### src/rtl/wavetable_voices_if.sv
// wavetable_voices_if: control, table-ROM and sample bus of the wavetable voice block
interface wavetable_voices_if #(
    parameter int NUM_CH = 4,
    parameter int DIV_W = 12,
    parameter int IDX_W = 8,
    parameter int SAMPLE_W = 7,
    parameter int VOL_W = 4
);
    logic [NUM_CH*DIV_W-1:0] divider;
    logic [NUM_CH-1:0] enable;
    logic [NUM_CH-1:0] retrigger;
    logic [NUM_CH*VOL_W-1:0] volume;
    logic [IDX_W-1:0] rom_addr;
    logic [SAMPLE_W-1:0] rom_data;
    logic [NUM_CH*SAMPLE_W-1:0] sample;
    logic [NUM_CH-1:0] sample_valid;
    logic [NUM_CH-1:0] wrap;
    modport master (
        output divider, enable, retrigger, volume, rom_data,
        input rom_addr, sample, sample_valid, wrap
    );
    modport slave (
        input divider, enable, retrigger, volume, rom_data,
        output rom_addr, sample, sample_valid, wrap
    );
endinterface

### src/rtl/wavetable_voices.sv
// wavetable_voices: N-voice wavetable oscillator sharing one table ROM round-robin
module wavetable_voices #(
    parameter int NUM_CH = 4,
    parameter int DIV_W = 12,
    parameter int IDX_W = 8,
    parameter int SAMPLE_W = 7,
    parameter int VOL_W = 4
) (
    input logic clk,
    input logic rst_n,
    wavetable_voices_if.slave bus
);
    localparam int SLOT_W = NUM_CH > 1 ? $clog2(NUM_CH) : 1;
    localparam int PROD_W = SAMPLE_W + VOL_W + 1;
    logic [DIV_W-1:0] count [NUM_CH];
    logic [IDX_W-1:0] idx [NUM_CH];
    logic [SLOT_W-1:0] slot, p_slot;
    logic p_valid, p_en;
    logic [SAMPLE_W-1:0] p_data, scaled;
    logic [VOL_W-1:0] p_vol;
    assign bus.rom_addr = idx[slot];
    // volume v scales by (v+1)/2^VOL_W, so all-ones is unity gain
    assign scaled = SAMPLE_W'((PROD_W'(p_data) * (PROD_W'(p_vol) + PROD_W'(1))) >> VOL_W);
    always_ff @(posedge clk) begin
        if (!rst_n) begin
            for (int c = 0; c < NUM_CH; c++) begin
                count[c] <= '0;
                idx[c] <= '0;
            end
            bus.wrap <= '0;
        end else begin
            bus.wrap <= '0;
            for (int c = 0; c < NUM_CH; c++) begin
                if (bus.retrigger[c]) begin
                    count[c] <= bus.divider[c*DIV_W +: DIV_W];
                    idx[c] <= '0;
                end else if (bus.enable[c]) begin
                    if (count[c] == '0) begin
                        count[c] <= bus.divider[c*DIV_W +: DIV_W];
                        idx[c] <= idx[c] + IDX_W'(1);
                        bus.wrap[c] <= &idx[c];
                    end else begin
                        count[c] <= count[c] - DIV_W'(1);
                    end
                end
            end
        end
    end
    always_ff @(posedge clk) begin
        if (!rst_n) begin
            slot <= '0;
            p_valid <= 1'b0;
            bus.sample <= '0;
            bus.sample_valid <= '0;
        end else begin
            slot <= (slot == SLOT_W'(NUM_CH - 1)) ? '0 : slot + SLOT_W'(1);
            p_valid <= 1'b1;
            p_slot <= slot;
            p_data <= bus.rom_data;
            p_vol <= bus.volume[slot*VOL_W +: VOL_W];
            p_en <= bus.enable[slot];
            bus.sample_valid <= p_valid ? NUM_CH'(1) << p_slot : '0;
            if (p_valid)
                bus.sample[p_slot*SAMPLE_W +: SAMPLE_W] <= p_en ? scaled : '0;
        end
    end
endmodule

### src/flat_wrapper.sv
// flat-port wrapper written by rule: the top's interface ports become plain ports
module wavetable_voices_flat 
#(
    parameter int NUM_CH = 4,
    parameter int DIV_W = 12,
    parameter int IDX_W = 8,
    parameter int SAMPLE_W = 7,
    parameter int VOL_W = 4
)
  (clk, rst_n, bus_divider, bus_enable, bus_retrigger, bus_volume, bus_rom_data, bus_rom_addr, bus_sample, bus_sample_valid, bus_wrap);
  wavetable_voices_if #(.NUM_CH(NUM_CH), .DIV_W(DIV_W), .IDX_W(IDX_W), .SAMPLE_W(SAMPLE_W), .VOL_W(VOL_W)) bus_i ();
  input logic clk;
  input logic rst_n;
  input wire logic [$bits(bus_i.divider)-1:0] bus_divider;
  input wire logic [$bits(bus_i.enable)-1:0] bus_enable;
  input wire logic [$bits(bus_i.retrigger)-1:0] bus_retrigger;
  input wire logic [$bits(bus_i.volume)-1:0] bus_volume;
  input wire logic [$bits(bus_i.rom_data)-1:0] bus_rom_data;
  output wire logic [$bits(bus_i.rom_addr)-1:0] bus_rom_addr;
  output wire logic [$bits(bus_i.sample)-1:0] bus_sample;
  output wire logic [$bits(bus_i.sample_valid)-1:0] bus_sample_valid;
  output wire logic [$bits(bus_i.wrap)-1:0] bus_wrap;
  assign bus_i.divider = bus_divider;
  assign bus_i.enable = bus_enable;
  assign bus_i.retrigger = bus_retrigger;
  assign bus_i.volume = bus_volume;
  assign bus_i.rom_data = bus_rom_data;
  assign bus_rom_addr = bus_i.rom_addr;
  assign bus_sample = bus_i.sample;
  assign bus_sample_valid = bus_i.sample_valid;
  assign bus_wrap = bus_i.wrap;
  wavetable_voices #(.NUM_CH(NUM_CH), .DIV_W(DIV_W), .IDX_W(IDX_W), .SAMPLE_W(SAMPLE_W), .VOL_W(VOL_W)) u_core (.clk(clk), .rst_n(rst_n), .bus(bus_i));
endmodule
### config.mk
export PLATFORM = sky130hd
export DESIGN_NAME = wavetable_voices_flat
export DESIGN_NICKNAME = d
export VERILOG_FILES = /design/src/rtl/wavetable_voices_if.sv /design/src/rtl/wavetable_voices.sv /design/src/flat_wrapper.sv
export SDC_FILE = /design/constraint.sdc
export NUM_CORES = 1
export LEC_CHECK = 0
export CAP_MARGIN = 10
export CORE_ASPECT_RATIO = 0.75
export CORE_MARGIN = 2
export CORE_UTILIZATION = 40
export CTS_BUF_LIST = sky130_fd_sc_hd__clkbuf_4 sky130_fd_sc_hd__clkbuf_8
export DETAILED_ROUTE_END_ITERATION = 7
export GPL_TIMING_DRIVEN = 0
export MAX_ROUTING_LAYER = met4
export PLACE_DENSITY = 0.69
export SETUP_SLACK_MARGIN = 0.15
export SLEW_MARGIN = 20
export SYNTH_ARGS = -nofsm -noshare
export SYNTH_HDL_FRONTEND = slang
export SYNTH_SLANG_ARGS = --single-unit
### constraint.sdc
create_clock -name clk -period 5.44 [get_ports clk]
set_input_delay 1.088 -clock clk [delete_from_list [all_inputs] [get_ports clk]]
set_output_delay 1.088 -clock clk [all_outputs]
set_load 0.05 [all_outputs]
==> results.py <==
metrics = {
    "outcome": {
        "status": "completed",
    },
    "final_layout": {
        "stdcell_area_um2": 9530,
        "fin_util": 0.512,
        "area_delta_synth_final_pct": 24.7,
        "multiInputGateArea_um2": 3820,
        "fill_cells": 1747,
        "fin_nets": 968,
        "antenna_cells": 0,
        "drive_gt1_frac": 0.0833,
        "register_area_um2": 3600,
    },
    "worst_setup_path": {
        "crit_path_start_kind": "flip-flop",
        "end_kind": "flip-flop",
        "cp.arrival_ps": 5140,
        "cp.required_ps": 5780,
        "crit_type": "flip-flop to flip-flop",
        "cp_max_fo": 8,
    },
    "power": {
        "p_per_area_nw_per_um2": 288,
        "seq_power_share": 0.445,
        "clkPwrFrac": 0.266,
        "total_power_mw": 2.75,
        "p_leak_nw": 3.51,
        "peakVddDrop_mv": 0.128,
        "netSwitchingFraction": 0.339,
        "p_int_mw": 1.81,
        "p_comb_frac": 0.290,
        "switchingPower_mw": 0.932,
    },
    "placement": {
        "place.gp.congestion": 0.835,
        "placed_cell_area_um2": 9190,
        "dp_slack_ps": 609,
        "io_buffers": 124,
        "dp_hpwl_um": 12900,
    },
    "routing": {
        "drcViolationCount": 0,
        "drt-total-wl_um": 17000,
        "wire_per_inst_um": 15.4,
        "num_vias": 5629,
        "ant_nets": 0,
        "drt_iter0_markers": 399,
        "firstDrtPassIters": 5,
        "vias_per_cell": 5.12,
    },
    "global_route": {
        "grt_pass1_vias": 5467,
        "grt_max_degree": 21,
        "grtUsageTotal": 0.182,
        "globalRouteOverflowTotal": 0,
        "grt_pass1_wl_um": 27500,
        "antenna_found_initial": 0,
    },
    "clock_network": {
        "cts.sinks": 133,
        "insertion_delay_ps": 450,
        "clk_pin_slew_ps": 80,
        "cts_htree_levels": 4,
        "cts_tree": "built",
        "clock-root-buffer": "clkbuf_8",
        "post_cts_buffers": 0,
        "hold_buffers": 0,
        "clockBufferDepth": 2,
        "cts_buffers": 17,
        "cts.repair.resized": 0,
    },
    "floorplan": {
        "io_pins": 125,
        "die_area_um2": 20200,
        "die_h_um": 124,
        "row_count": 43,
        "fp.dieW_um": 164,
        "core-area_um2": 18600,
        "start_util": 0.410,
    },
    "sta": {
        "finalWorstSetupSlack_ps": 635,
        "worst_pin_slew_ps": 675,
        "finalSetupViolations": 0,
        "final.period_utilization": 0.883,
        "maxSlewHeadroom": 0.550,
        "fmax_ghz": 0.208,
        "hold_viol_final": 0,
        "finalSetupTns_ps": 0,
        "clock-skew-final_ps": 10.5,
        "rsz0062_at_grt": "false",
        "finalCriticalPeriod_ps": 4810,
        "drv_slew": 0,
    },
    "yosys": {
        "ys_top_cells_by_area": "edfxtp_1 37%, dfxtp_1 10%, ha_1 5.7%",
        "yosysTopAreaCell": "edfxtp_1",
        "netlist_instances": 696,
        "syn_area_um2": 7640,
        "async_flop_share": 0,
        "synth.yosys.seq_area_share": 0.472,
        "synth_top_area_frac": 0.369,
        "ys_ff_latch": 133,
        "yosys_warnings": 0,
        "synth_fp_nets": 825,
        "synthDistinctLibCells": 58,
        "syn_area_per_cell_um2": 11.0,
        "synth-edff-count": 94,
        "ys.flop_type": "edfxtp_1",
    },
    "hold_path": {
        "min_path_type": "flip-flop to flip-flop",
    },
    "run": {
        "max-cap-violations": 0,
    },
}
layout make-up:
cell class	instances	share of cell area
buffer	21	0.00946
clock buffer	17	0.0246
clock inverter	15	0.0113
inverter	34	0.0134
multi-input combinational	508	0.401
sequential	133	0.378
tap	247	0.0324
timing repair buffer	124	0.130
cells by family (layout without fill, tap and decap cells):
group | Yosys count | count (layout) | synth area share
AND/OR/NAND/NOR | 274 | 274 | 0.187
adder cells (fa/ha/maj) | 48 | 48 | 0.0914
flip-flops | 133 | 133 | 0.472
AO/OA/AOI/OAI | 103 | 103 | 0.103
buffers and inverters | 55 | 211 | 0.0285
XOR/XNOR | 67 | 67 | 0.0768
multiplexers | 16 | 16 | 0.0422
critical path, stage by stage, from the launching register on:
cell      delay, ps
edfxtp_1        510
ha_1            270
and3_1          180
clkbuf_1        170
and2_1          210
fa_1            510
fa_1            560
inv_1            60
fa_1            530
inv_1            50
ha_1            330
and4_1          220
a22oi_1         150
o2111a_1        270
or3_1           440
a22o_1          250
flip-flops by register name (all words and copies together), names as in the netlist, 4 cells and up:
register / count
u_core.count: 48
u_core.bus.sample: 28
u_core.bus.sample_valid: 4
u_core.p_data: 7
u_core.p_vol: 4
u_core.idx: 32
u_core.bus.wrap: 4
power groups by stage:
stage / logic (mW) / clock network, mW / registers, mW
detailed placement: 0.798 / 0 / 1.24
global route: 0.894 / 0.799 / 1.23
finish: 0.796 / 0.729 / 1.22
floorplan: 0.561 / 0 / 1.24
global placement: 0.787 / 0 / 1.24
CTS: 0.804 / 0.755 / 1.22
metal layers:
| layer | routed length [um] | global-route usage | part of all wire | vias up |
|---|---|---|---|---|
| met1 | 8420 | 0.250 | 0.50 | 2671 |
| met3 | 801 | 0.0413 | 0.047 | 9 |
| met5 | 0 | - | 0 | - |
| li1 | - | - | - | 2820 |
| met2 | 7610 | 0.277 | 0.45 | 129 |
| met4 | 113 | 0.0461 | 0.0067 | 0 |
cell usage after synthesis, types with 12 or more instances:
master / instances
nor2_1: 95
edfxtp_1: 94
nand2_1: 48
xnor2_1: 41
dfxtp_1: 39
ha_1: 35
inv_1: 34
a211oi_1: 29
xor2_1: 26
nand3_1: 22
a22o_1: 20
and2_1: 19
nor2b_1: 16
fa_1: 13
mux4_2: 13
nand2b_1: 12
nor3_1: 12
worst paths after layout:
path / end / from / depth (start not counted) / slack (ps)
worst max-delay path: u_core.bus.sample[26] / u_core.p_vol[0] / 15 / 630
worst min-delay path: u_core.p_slot[0] / u_core.slot[0] / 0 / 470
worst max register to register: u_core.bus.sample[26] / u_core.p_vol[0] / 15 / 630
worst min register to register: u_core.p_slot[0] / u_core.slot[0] / 0 / 470
through the flow:
stage	hold slack, ps	std cells
2_1_floorplan	435	696
3_3_place_gp	460	1067
3_5_place_dp	462	1067
4_1_cts	476	1099
5_1_grt	502	1099
6_report	474	1099
placed cells by master (no fill, tap or decap), types with 5 or more instances in the layout:
master	count
nor3_1	12
nand3_1	22
inv_1	34
nor2b_1	16
nor2_1	95
nand2b_1	12
mux4_2	13
and2_1	19
nor4_1	6
o21ai_0	10
xor2_1	26
buf_2	10
a21oi_1	9
dfxtp_1	39
or4_4	5
clkdlybuf4s50_1	123
nand4_1	6
a211oi_1	29
or3_1	5
xnor2_1	41
clkbuf_8	17
buf_1	5
ha_1	35
a21o_1	5
o2bb2ai_1	8
clkbuf_1	7
fa_1	13
clkinvlp_4	5
and3_1	7
nand2_1	48
a22o_1	20
edfxtp_1	94
Power figures use the tool's default switching activity.
